==> config.mk <==
export PLATFORM = sky130hd
export DESIGN_NAME = thumb_prefetch_unit_flat
export DESIGN_NICKNAME = d
export VERILOG_FILES = /design/src/rtl/thumb_prefetch_unit_if.sv /design/src/rtl/thumb_prefetch_unit.sv /design/src/flat_wrapper.sv
export SDC_FILE = /design/constraint.sdc
export NUM_CORES = 1
export LEC_CHECK = 0
export ABC_AREA = 1
export BUFFER_PORTS_ARGS = -buffer_cell sky130_fd_sc_hd__buf_2
export CORE_MARGIN = 2
export CORE_UTILIZATION = 54
export DETAILED_ROUTE_END_ITERATION = 8
export PLACE_DENSITY = 0.75
export SYNTH_ARGS = -nofsm -noshare
export SYNTH_HDL_FRONTEND = slang
export SYNTH_SLANG_ARGS = --single-unit
==> constraint.sdc <==
create_clock -name clock -period 8.4 [get_ports clock]
set_input_delay 0.84 -clock clock [delete_from_list [all_inputs] [get_ports clock]]
set_output_delay 0.84 -clock clock [all_outputs]
set_load 0.01 [all_outputs]
==> src/rtl/thumb_prefetch_unit_if.sv <==
// thumb_prefetch_unit_if: memory, issue and redirect signals; master = prefetch unit, slave = memory/decoder side
interface thumb_prefetch_unit_if #(
  parameter int MEM_AW = 10
);
  logic              mem_req;
  logic [MEM_AW-1:0] mem_addr;
  logic              mem_ready;
  logic [31:0]       mem_rdata;
  logic              out_valid;
  logic [31:0]       out_instr;
  logic              out_is32;
  logic [31:0]       out_pc;
  logic              out_ready;
  logic              br_valid;
  logic [31:0]       br_target;
  modport master (
    output mem_req, mem_addr, out_valid, out_instr, out_is32, out_pc,
    input  mem_ready, mem_rdata, out_ready, br_valid, br_target
  );
  modport slave (
    input  mem_req, mem_addr, out_valid, out_instr, out_is32, out_pc,
    output mem_ready, mem_rdata, out_ready, br_valid, br_target
  );
endinterface

==> src/rtl/thumb_prefetch_unit.sv <==
// thumb_prefetch_unit: word fetch -> halfword queue -> Thumb/BL issue; ports clock, reset (async, high), bus (master)
module thumb_prefetch_unit #(
  parameter int          DEPTH    = 4,
  parameter int          MEM_AW   = 10,
  parameter logic [31:0] RESET_PC = 32'h0,
  parameter bit          PAIR_BL  = 1'b1
) (
  input logic                   clock,
  input logic                   reset,
  thumb_prefetch_unit_if.master bus
);
  localparam int AW = $clog2(DEPTH);
  localparam logic [AW:0] ONE = (AW+1)'(1);
  localparam logic [AW:0] TWO = (AW+1)'(2);
  localparam logic [AW:0] CAP = (AW+1)'(DEPTH);
  typedef enum logic [1:0] {IDLE, REQ, FLUSH} state_t;
  state_t        state_q, state_d;
  logic [31:0]   fetch_pc_q, fetch_pc_d;
  logic [15:0]   hw_q [DEPTH];
  logic [15:0]   hw_d [DEPTH];
  logic [31:0]   pc_q [DEPTH];
  logic [31:0]   pc_d [DEPTH];
  logic [AW-1:0] head_q, head_d, tail_q, tail_d, head_n, hi_slot;
  logic [AW:0]   count_q, count_d, free, n_enq, n_deq;
  logic          prefix, accept, take;
  assign head_n         = head_q + 1'b1;
  assign hi_slot        = fetch_pc_q[1] ? tail_q : tail_q + 1'b1;
  assign prefix         = PAIR_BL && hw_q[head_q][15:11] == 5'b11110;
  assign free           = CAP - count_q;
  assign accept         = state_q == REQ && bus.mem_ready && !bus.br_valid;
  assign take           = bus.out_valid && bus.out_ready;
  assign bus.mem_req    = state_q == REQ;
  assign bus.mem_addr   = fetch_pc_q[MEM_AW+1:2];
  assign bus.out_valid  = count_q != '0 && (!prefix || count_q >= TWO);
  assign bus.out_is32   = bus.out_valid && prefix;
  assign bus.out_instr  = !bus.out_valid ? 32'h0 : prefix ? {hw_q[head_q], hw_q[head_n]} : {16'h0, hw_q[head_q]};
  assign bus.out_pc     = bus.out_valid ? pc_q[head_q] : 32'h0;
  always_comb begin
    state_d    = state_q;
    fetch_pc_d = fetch_pc_q;
    hw_d       = hw_q;
    pc_d       = pc_q;
    n_enq      = accept ? (fetch_pc_q[1] ? ONE : TWO) : '0;
    n_deq      = take ? (prefix ? TWO : ONE) : '0;
    if (accept && !fetch_pc_q[1]) begin
      hw_d[tail_q] = bus.mem_rdata[15:0];
      pc_d[tail_q] = {fetch_pc_q[31:2], 2'b00};
    end
    if (accept) begin
      hw_d[hi_slot] = bus.mem_rdata[31:16];
      pc_d[hi_slot] = {fetch_pc_q[31:2], 2'b10};
      fetch_pc_d    = {fetch_pc_q[31:2] + 30'd1, 2'b00};
    end
    head_d  = head_q + n_deq[AW-1:0];
    tail_d  = tail_q + n_enq[AW-1:0];
    count_d = count_q + n_enq - n_deq;
    state_d = state_q == IDLE ? (free >= TWO ? REQ : IDLE) : (state_q == REQ && !bus.mem_ready) ? REQ : IDLE;
    if (bus.br_valid) begin
      state_d    = FLUSH;
      fetch_pc_d = bus.br_target & ~32'h1;
      head_d     = '0;
      tail_d     = '0;
      count_d    = '0;
    end
  end
  always_ff @(posedge clock or posedge reset) begin
    if (reset) begin
      state_q    <= IDLE;
      fetch_pc_q <= RESET_PC & ~32'h1;
      hw_q       <= '{default: '0};
      pc_q       <= '{default: '0};
      head_q     <= '0;
      tail_q     <= '0;
      count_q    <= '0;
    end else begin
      state_q    <= state_d;
      fetch_pc_q <= fetch_pc_d;
      hw_q       <= hw_d;
      pc_q       <= pc_d;
      head_q     <= head_d;
      tail_q     <= tail_d;
      count_q    <= count_d;
    end
  end
endmodule
==> src/flat_wrapper.sv <==
// flat-port wrapper written by rule: the top's interface ports become plain ports
module thumb_prefetch_unit_flat 
#(
  parameter int          DEPTH    = 4,
  parameter int          MEM_AW   = 10,
  parameter logic [31:0] RESET_PC = 32'h0,
  parameter bit          PAIR_BL  = 1'b1
)
  (clock, reset, bus_mem_req, bus_mem_addr, bus_out_valid, bus_out_instr, bus_out_is32, bus_out_pc, bus_mem_ready, bus_mem_rdata, bus_out_ready, bus_br_valid, bus_br_target);
  thumb_prefetch_unit_if #(.MEM_AW(MEM_AW)) bus_i ();
  input logic clock;
  input logic reset;
  output wire logic [$bits(bus_i.mem_req)-1:0] bus_mem_req;
  output wire logic [$bits(bus_i.mem_addr)-1:0] bus_mem_addr;
  output wire logic [$bits(bus_i.out_valid)-1:0] bus_out_valid;
  output wire logic [$bits(bus_i.out_instr)-1:0] bus_out_instr;
  output wire logic [$bits(bus_i.out_is32)-1:0] bus_out_is32;
  output wire logic [$bits(bus_i.out_pc)-1:0] bus_out_pc;
  input wire logic [$bits(bus_i.mem_ready)-1:0] bus_mem_ready;
  input wire logic [$bits(bus_i.mem_rdata)-1:0] bus_mem_rdata;
  input wire logic [$bits(bus_i.out_ready)-1:0] bus_out_ready;
  input wire logic [$bits(bus_i.br_valid)-1:0] bus_br_valid;
  input wire logic [$bits(bus_i.br_target)-1:0] bus_br_target;
  assign bus_mem_req = bus_i.mem_req;
  assign bus_mem_addr = bus_i.mem_addr;
  assign bus_out_valid = bus_i.out_valid;
  assign bus_out_instr = bus_i.out_instr;
  assign bus_out_is32 = bus_i.out_is32;
  assign bus_out_pc = bus_i.out_pc;
  assign bus_i.mem_ready = bus_mem_ready;
  assign bus_i.mem_rdata = bus_mem_rdata;
  assign bus_i.out_ready = bus_out_ready;
  assign bus_i.br_valid = bus_br_valid;
  assign bus_i.br_target = bus_br_target;
  thumb_prefetch_unit #(.DEPTH(DEPTH), .MEM_AW(MEM_AW), .RESET_PC(RESET_PC), .PAIR_BL(PAIR_BL)) u_core (.clock(clock), .reset(reset), .bus(bus_i));
endmodule
=== After elaboration in Yosys (flattened, before gate mapping) ===
Cells that the tools add are included.

* Flip-flop bits (word level): 233
* Input bits: 69

* Add/sub/neg operators: 8
* $lt $le $gt $ge: 8
* Equality and inequality tests: 2
* Muxes and demuxes: 42
* Bitwise operators: 4
* Reduce and logical (&&, ||, !) cells: 17

{| class="wikitable"
|+ Operators by type and width
! cell !! count
|-
| $mux 32 || 9
|-
| $bwmux 128 || 2
|-
| $mux 128 || 2
|-
| $bwmux 64 || 2
|-
| $demux 32 s2 || 2
|-
| $mux 64 || 2
|-
| $mux 16 || 6
|-
| $bmux 16 s2 || 2
|-
| $bmux 32 s2 || 1
|-
| $demux 16 s2 || 2
|-
| $add 30x1->30 const B || 1
|-
| $mux 2 || 7
|-
| $ge 3x3->1 const B || 4
|-
| $not 2->3 || 4
|-
| $logic_and 1x1->1 || 9
|-
| $mux 3 || 3
|-
| $ge 3x2->1 const B || 2
|-
| $lt 3x1->1 const B || 2
|-
| $eq 5x5->1 const B || 1
|-
| $add 2x1->2 const B || 2
|-
| $add 2x2->2 || 2
|-
| $logic_not 1->1 || 4
|-
| $add 3x3->3 || 1
|-
| $reduce_bool 3->1 || 1
|-
| other kinds (7) || 8
|}

=== Logic depth before layout (Yosys ltp) ===
* Word-level depth: 12
* Depth in mapped cells: 16

=== Worst setup path before layout ===
No wires, ideal clock.

* Path kind: input to register
* Start: in bus_br_valid
* End: reg u_core.count_q[2]
* Setup time: 132 ps
* Data arrival time: 2,527 ps
* Required time: 8,268 ps
* Setup slack: 5,742 ps
* Stages: 9
* Path buffers: 1
* Path through: buf_2 inv_2 nand2_4 nor2_4 inv_1 fa_1 fa_1 xor2_1 nor2_1

* Word-level cells in the longest chain between the ends: 6

{| class="wikitable"
|+ Ends and longest elaborated chain
! item !! line !! text
|-
| from (decl) || flat_wrapper.sv:22 || <nowiki>input wire logic [$bits(bus_i.br_valid)-1:0] bus_br_valid;</nowiki>
|-
| $logic_not 1->1 || thumb_prefetch_unit.sv:30 || <nowiki>assign accept = state_q == REQ && bus.mem_ready && !bus.br_valid;</nowiki>
|-
| $logic_and 1x1->1 || thumb_prefetch_unit.sv:30 ||
|-
| $mux 3 || thumb_prefetch_unit.sv:43 || <nowiki>n_enq = accept ? (fetch_pc_q[1] ? ONE : TWO) : '0;</nowiki>
|-
| $add 3x3->3 || thumb_prefetch_unit.sv:56 || <nowiki>count_d = count_q + n_enq - n_deq;</nowiki>
|-
| $sub 3x3->3 || thumb_prefetch_unit.sv:56 ||
|-
| $mux 3 (*) || thumb_prefetch_unit.sv:58 || <nowiki>if (bus.br_valid) begin</nowiki>
|-
| via u_core.count_d[2] || thumb_prefetch_unit.sv:24 || <nowiki>logic [AW:0] count_q, count_d, free, n_enq, n_deq;</nowiki>
|-
| to (signal assigned) || thumb_prefetch_unit.sv:82 || <nowiki>count_q <= count_d;</nowiki>
|-
| to (decl) || thumb_prefetch_unit.sv:24 ||
|}

Mark *: on every way through the listed nets, which the timed path passes. The rest lies on a longest branch.
A chain may end at the register's enable or synchronous reset.

=== Worst setup path after layout ===
* Start: reg u_core.head_q[0]
* End: out bus_out_pc[27]

* Word-level cells in the longest chain between the ends: 9
* Elaborated cells on any way between the ends: 12

{| class="wikitable"
|+ Ends and longest elaborated chain
! item !! line !! text
|-
| from (decl) || thumb_prefetch_unit.sv:23 || <nowiki>logic [AW-1:0] head_q, head_d, tail_q, tail_d, head_n, hi_slot;</nowiki>
|-
| from (signal assigned) || thumb_prefetch_unit.sv:72 || <nowiki>head_q <= '0;</nowiki>
|-
| from (signal assigned) || thumb_prefetch_unit.sv:80 || <nowiki>head_q <= head_d;</nowiki>
|-
| $not 2->3 (not written as such) (*) || thumb_prefetch_unit.sv:28, thumb_prefetch_unit.sv:37 ||
|-
| $bmux 16 s2 || thumb_prefetch_unit.sv:28 || <nowiki>assign prefix = PAIR_BL && hw_q[head_q][15:11] == 5'b11110;</nowiki>
|-
| $mux 16 (not written as such) (2 in a row) || thumb_prefetch_unit.sv:28 ||
|-
| $eq 5x5->1 || thumb_prefetch_unit.sv:28 ||
|-
| $logic_not 1->1 || thumb_prefetch_unit.sv:34 || <nowiki>assign bus.out_valid = count_q != '0 && (!prefix || count_q >= TWO);</nowiki>
|-
| $logic_or 1x1->1 || thumb_prefetch_unit.sv:34 ||
|-
| $logic_and 1x1->1 || thumb_prefetch_unit.sv:34 ||
|-
| $mux 32 (*) || thumb_prefetch_unit.sv:37 || <nowiki>assign bus.out_pc = bus.out_valid ? pc_q[head_q] : 32'h0;</nowiki>
|-
| to (decl) || flat_wrapper.sv:18 || <nowiki>output wire logic [$bits(bus_i.out_pc)-1:0] bus_out_pc;</nowiki>
|}

Every way passes the cells marked *; elsewhere a longest branch is shown, timed or not. The select of a mux whose other input is x is not followed.

==> results list <==
- Data required time of the critical path: 7.56 ns
- Total of max-cap violations: 0
- Counting the fill cells in the layout gives 2104.
- Weighted congestion reported at the end of routability-driven placement: 0.835
* Max Slew Vio Count: 0
* Finish-stage setup viols: 0
- The number of global-route vias before repair is 10.9k.
* Post-CTS Repair Setup Buffers: 0
- Vertical die dimension: 158 um
- The first detailed-routing pass took 7 iterations.
- Post-CTS Hold Buffers: 0
- Series of cell instances along the critical path: clkinv_2 > nand2_1 > nand3_1 > nand2_1 > nand2_1 > nor2_2 > nand3_1 > nand2_2 > buf_4 > a21oi_1 > buf_2
- Headroom to the max-slew limit came out at 20.7%.
- Fin area: 14300 um^2
* Arrival time reported for the critical path endpoint: 4.81 ns
* Vias: 11.6k
- Setup total negative slack on the finished layout was measured at 0 ns.
- The clock reaches the later pin of the worst-skew pair after 0.53 ns.
- Once placement finished, the instance area stood at 13400 um^2.
- At the end of the flow the core is filled with cells to 61.1%.
- Post-synthesis sequential area ratio: 45.2%
- Global-route wire length before repair: 55700 um
- Buffers on Ports: 143
- STA classifies the critical path startpoint as a flip-flop.
- Cell type with the largest total area after synthesis: dfrtp_1
- The detailed router finished its first iteration with 958 violations.
- Across the VDD grid, the largest voltage drop is 0.159 mV.
- Number of nets in the layout: 1796
* Placed cell count: 2005
* Run status: completed
- In the routed design, unresolved DRC markers number 0.
- The Yosys step of the flow raised 0 warnings.
* Clock Root Buffer: clkbuf_16
* Crit path max fanout: 103
- The initial utilization of the core area, before any placement, comes to 54.9%.
- Layout overhead on the synthesized area: 11.4%
* DIE AREA: 25000 um^2
* Clock edge transition at the registers on the reported setup and hold paths: 0.06 ns
- In this run the power density over the cells is 306 nW/um^2.
* Final hold violation count: 0
* Area of the mapped netlist: 12800 um^2
* Routed length per placed instance: 16.9 um
* Number of cells upsized or downsized after cts: 0
- Period utilisation layout: 67.3%
- The total area inside the core boundary comes to 23400 um^2.
- Final min period: 5.65 ns
- In the synthesized netlist, the cells that appear most often are nand2_1, dfrtp_1, inv_1.
- In this run the number of H-tree levels came out at 1.
- Counting flops with an async set or reset pin after synthesis yields a share of 100%.
- The worst setup path is captured at an output pin.
- Length in cells of the worst reg-to-reg path: 12
* Post-detail-place hpwl: 21000 um
* EDFF count, synth: 0
* Maximum number of pins on one net before global-route repair: 104
- TritonCTS built the clock tree.
* Average cell area after synthesis: 7.76 um^2
- Top cells by area, synth: dfrtp_1, nand2_1, o21ai_0, a21oi_1, inv_1
- In this design, the stage delay of the slowest critical-path cell is 1.18 ns.
- After detailed routing, the total wire length is 34800 um.
- The critical path is of the reg -> out type.
- Overall global routing resource usage: 28.0%
* Antenna diode count: 0
* Worst-margin pin slew: 1.19 ns
- Clock tree synthesis found a total of 232 sinks.
- Clock Skews: 0.0141 ns
* ANT nets after route: 0
- Setup repair after global routing left no endpoint under its margin.
* Routed via count divided by cell count: 5.65
* Ports: 146
* Flops & latches, synth: 232
- Slowest cell on the critical path: dfrtp_4
- Number of cells produced by synthesis: 1656
- In this run, CTS created clock tree buffers numbering 26.
- Library cell with the highest instance count after synthesis: nand2_1
* Min-delay worst type: in -> async
* Remaining global-route overflow: 0
* Prevailing post-synth register cell: dfrtp_1
- The clock passes through at most 3 buffers.
- Post-Layout Cell Count: 2053
- Synthesized Nets: 1738
- By instance count, the cell type seen most on the critical path is nand2_1.
- Layout cells sized above 1: 14.0%
- In this run the static leakage power is 7.24 nW.
- Slack of the worst reg-to-reg path: 3.55 ns
- The number of antenna violations at the first check in global routing was 1.
- Top-area cell type share of the netlist area: 45.2%
- Measured along the x axis, the die boundary spans 158 um.
- Derived from the worst setup path, the maximum achievable clock frequency is 0.177 GHz.
- The initialized floorplan defines 56 standard-cell rows.
* Unique masters post-synth: 48
per-layer routing:
| metal | global-route usage [%] | vias up | routed length, um |
|---|---|---|---|
| li1 | - | 5552 | - |
| met1 | 38.6 | 5508 | 15000 |
| met2 | 44.9 | 464 | 16100 |
| met3 | 3.78 | 78 | 2580 |
| met4 | 11.2 | 2 | 1080 |
| met5 | 0 | - | 7 |
critical path: cells and delay by family, from the launching register on:
kind	cells	cell delay [ns]
buffers and inverters	3	1.91
AND/OR/NAND/NOR	7	0.92
AO/OA/AOI/OAI	1	0.22
flip-flops	1	1.18
path summary, 6_finish.rpt:
check	startpoint	end
worst max-delay path	u_core.head_q[0]	bus_out_pc[27]
worst min-delay path	reset	u_core.hw_q[53]
worst max register to register	u_core.head_q[0]	u_core.count_q[2]
worst min register to register	u_core.pc_q[97]	u_core.pc_q[97]
max in group asynchronous	reset	u_core.head_q[0]
min in group clock	u_core.pc_q[97]	u_core.pc_q[97]
area by class of cell:
| cell class | count | area [um^2] | area share [%] |
|---|---|---|---|
| Timing Repair Buffer | 151 | 776 | 5.42 |
| Tap cell | 319 | 399 | 2.79 |
| Clock inverter | 7 | 121 | 0.848 |
| Multi-Input combinational cell | 1082 | 5580 | 39.0 |
| Clock buffer | 41 | 787 | 5.50 |
| Sequential cell | 232 | 5810 | 40.6 |
| Inverter | 221 | 838 | 5.86 |
power by group:
group	total (mW)	internal [mW]	switching [mW]
logic	1.56	0.590	0.966
clock network	1.19	0.733	0.459
registers	1.63	1.41	0.227
total	4.38	2.73	1.65
sequential cells by signal, indices dropped and copies added, names as in the netlist:
| register | count |
|---|---|
| u_core.hw_q | 64 |
| u_core.pc_q | 128 |
| u_core.state_q | 2 |
| u_core.head_q | 2 |
| u_core.fetch_pc_q | 31 |
| u_core.tail_q | 2 |
| u_core.count_q | 3 |
per-stage QoR:
step	total power [mW]	worst slack, ns	hold slack, ns
after detailed placement	3.18	3.44	0.458
after floorplan	2.71	1.20	0.437
after global routing	4.66	2.44	0.400
final	4.38	2.75	0.336
after CTS	4.38	2.86	0.375
after global placement	3.13	3.47	0.450
kinds of logic after synthesis:
logic type,Yosys count,share of synthesized area [%]
compound gates,516,23.3
buf+inv,342,11.4
xor+xnor,22,1.56
other cells,1,0.0292
mux,2,0.175
flops,232,45.2
fa+ha+maj,13,1.38
simple gates,528,17.0
cells in the final DEF, fill, tap and decap left out, types with 3 or more instances in the layout:
| cell type | count |
|---|---|
| o21ai_1 | 18 |
| nand2_1 | 323 |
| clkbuf_8 | 8 |
| dfrtp_1 | 231 |
| nor2_2 | 4 |
| nand2_2 | 10 |
| nand4_1 | 5 |
| a21oi_2 | 10 |
| xor2_1 | 18 |
| nor2_1 | 133 |
| inv_2 | 7 |
| ha_1 | 11 |
| nand3_1 | 27 |
| o211ai_1 | 74 |
| buf_2 | 143 |
| nand2_4 | 3 |
| bufinv_16 | 3 |
| buf_4 | 8 |
| clkinv_2 | 4 |
| clkbuf_1 | 7 |
| o221ai_1 | 17 |
| inv_1 | 212 |
| a32o_1 | 12 |
| o21ai_0 | 191 |
| clkbuf_16 | 26 |
| nor3_1 | 11 |
| a21oi_1 | 164 |
| o22ai_1 | 18 |
| xnor2_1 | 3 |
| a31oi_1 | 3 |
Note: power is estimated with default switching activity, not from simulation.
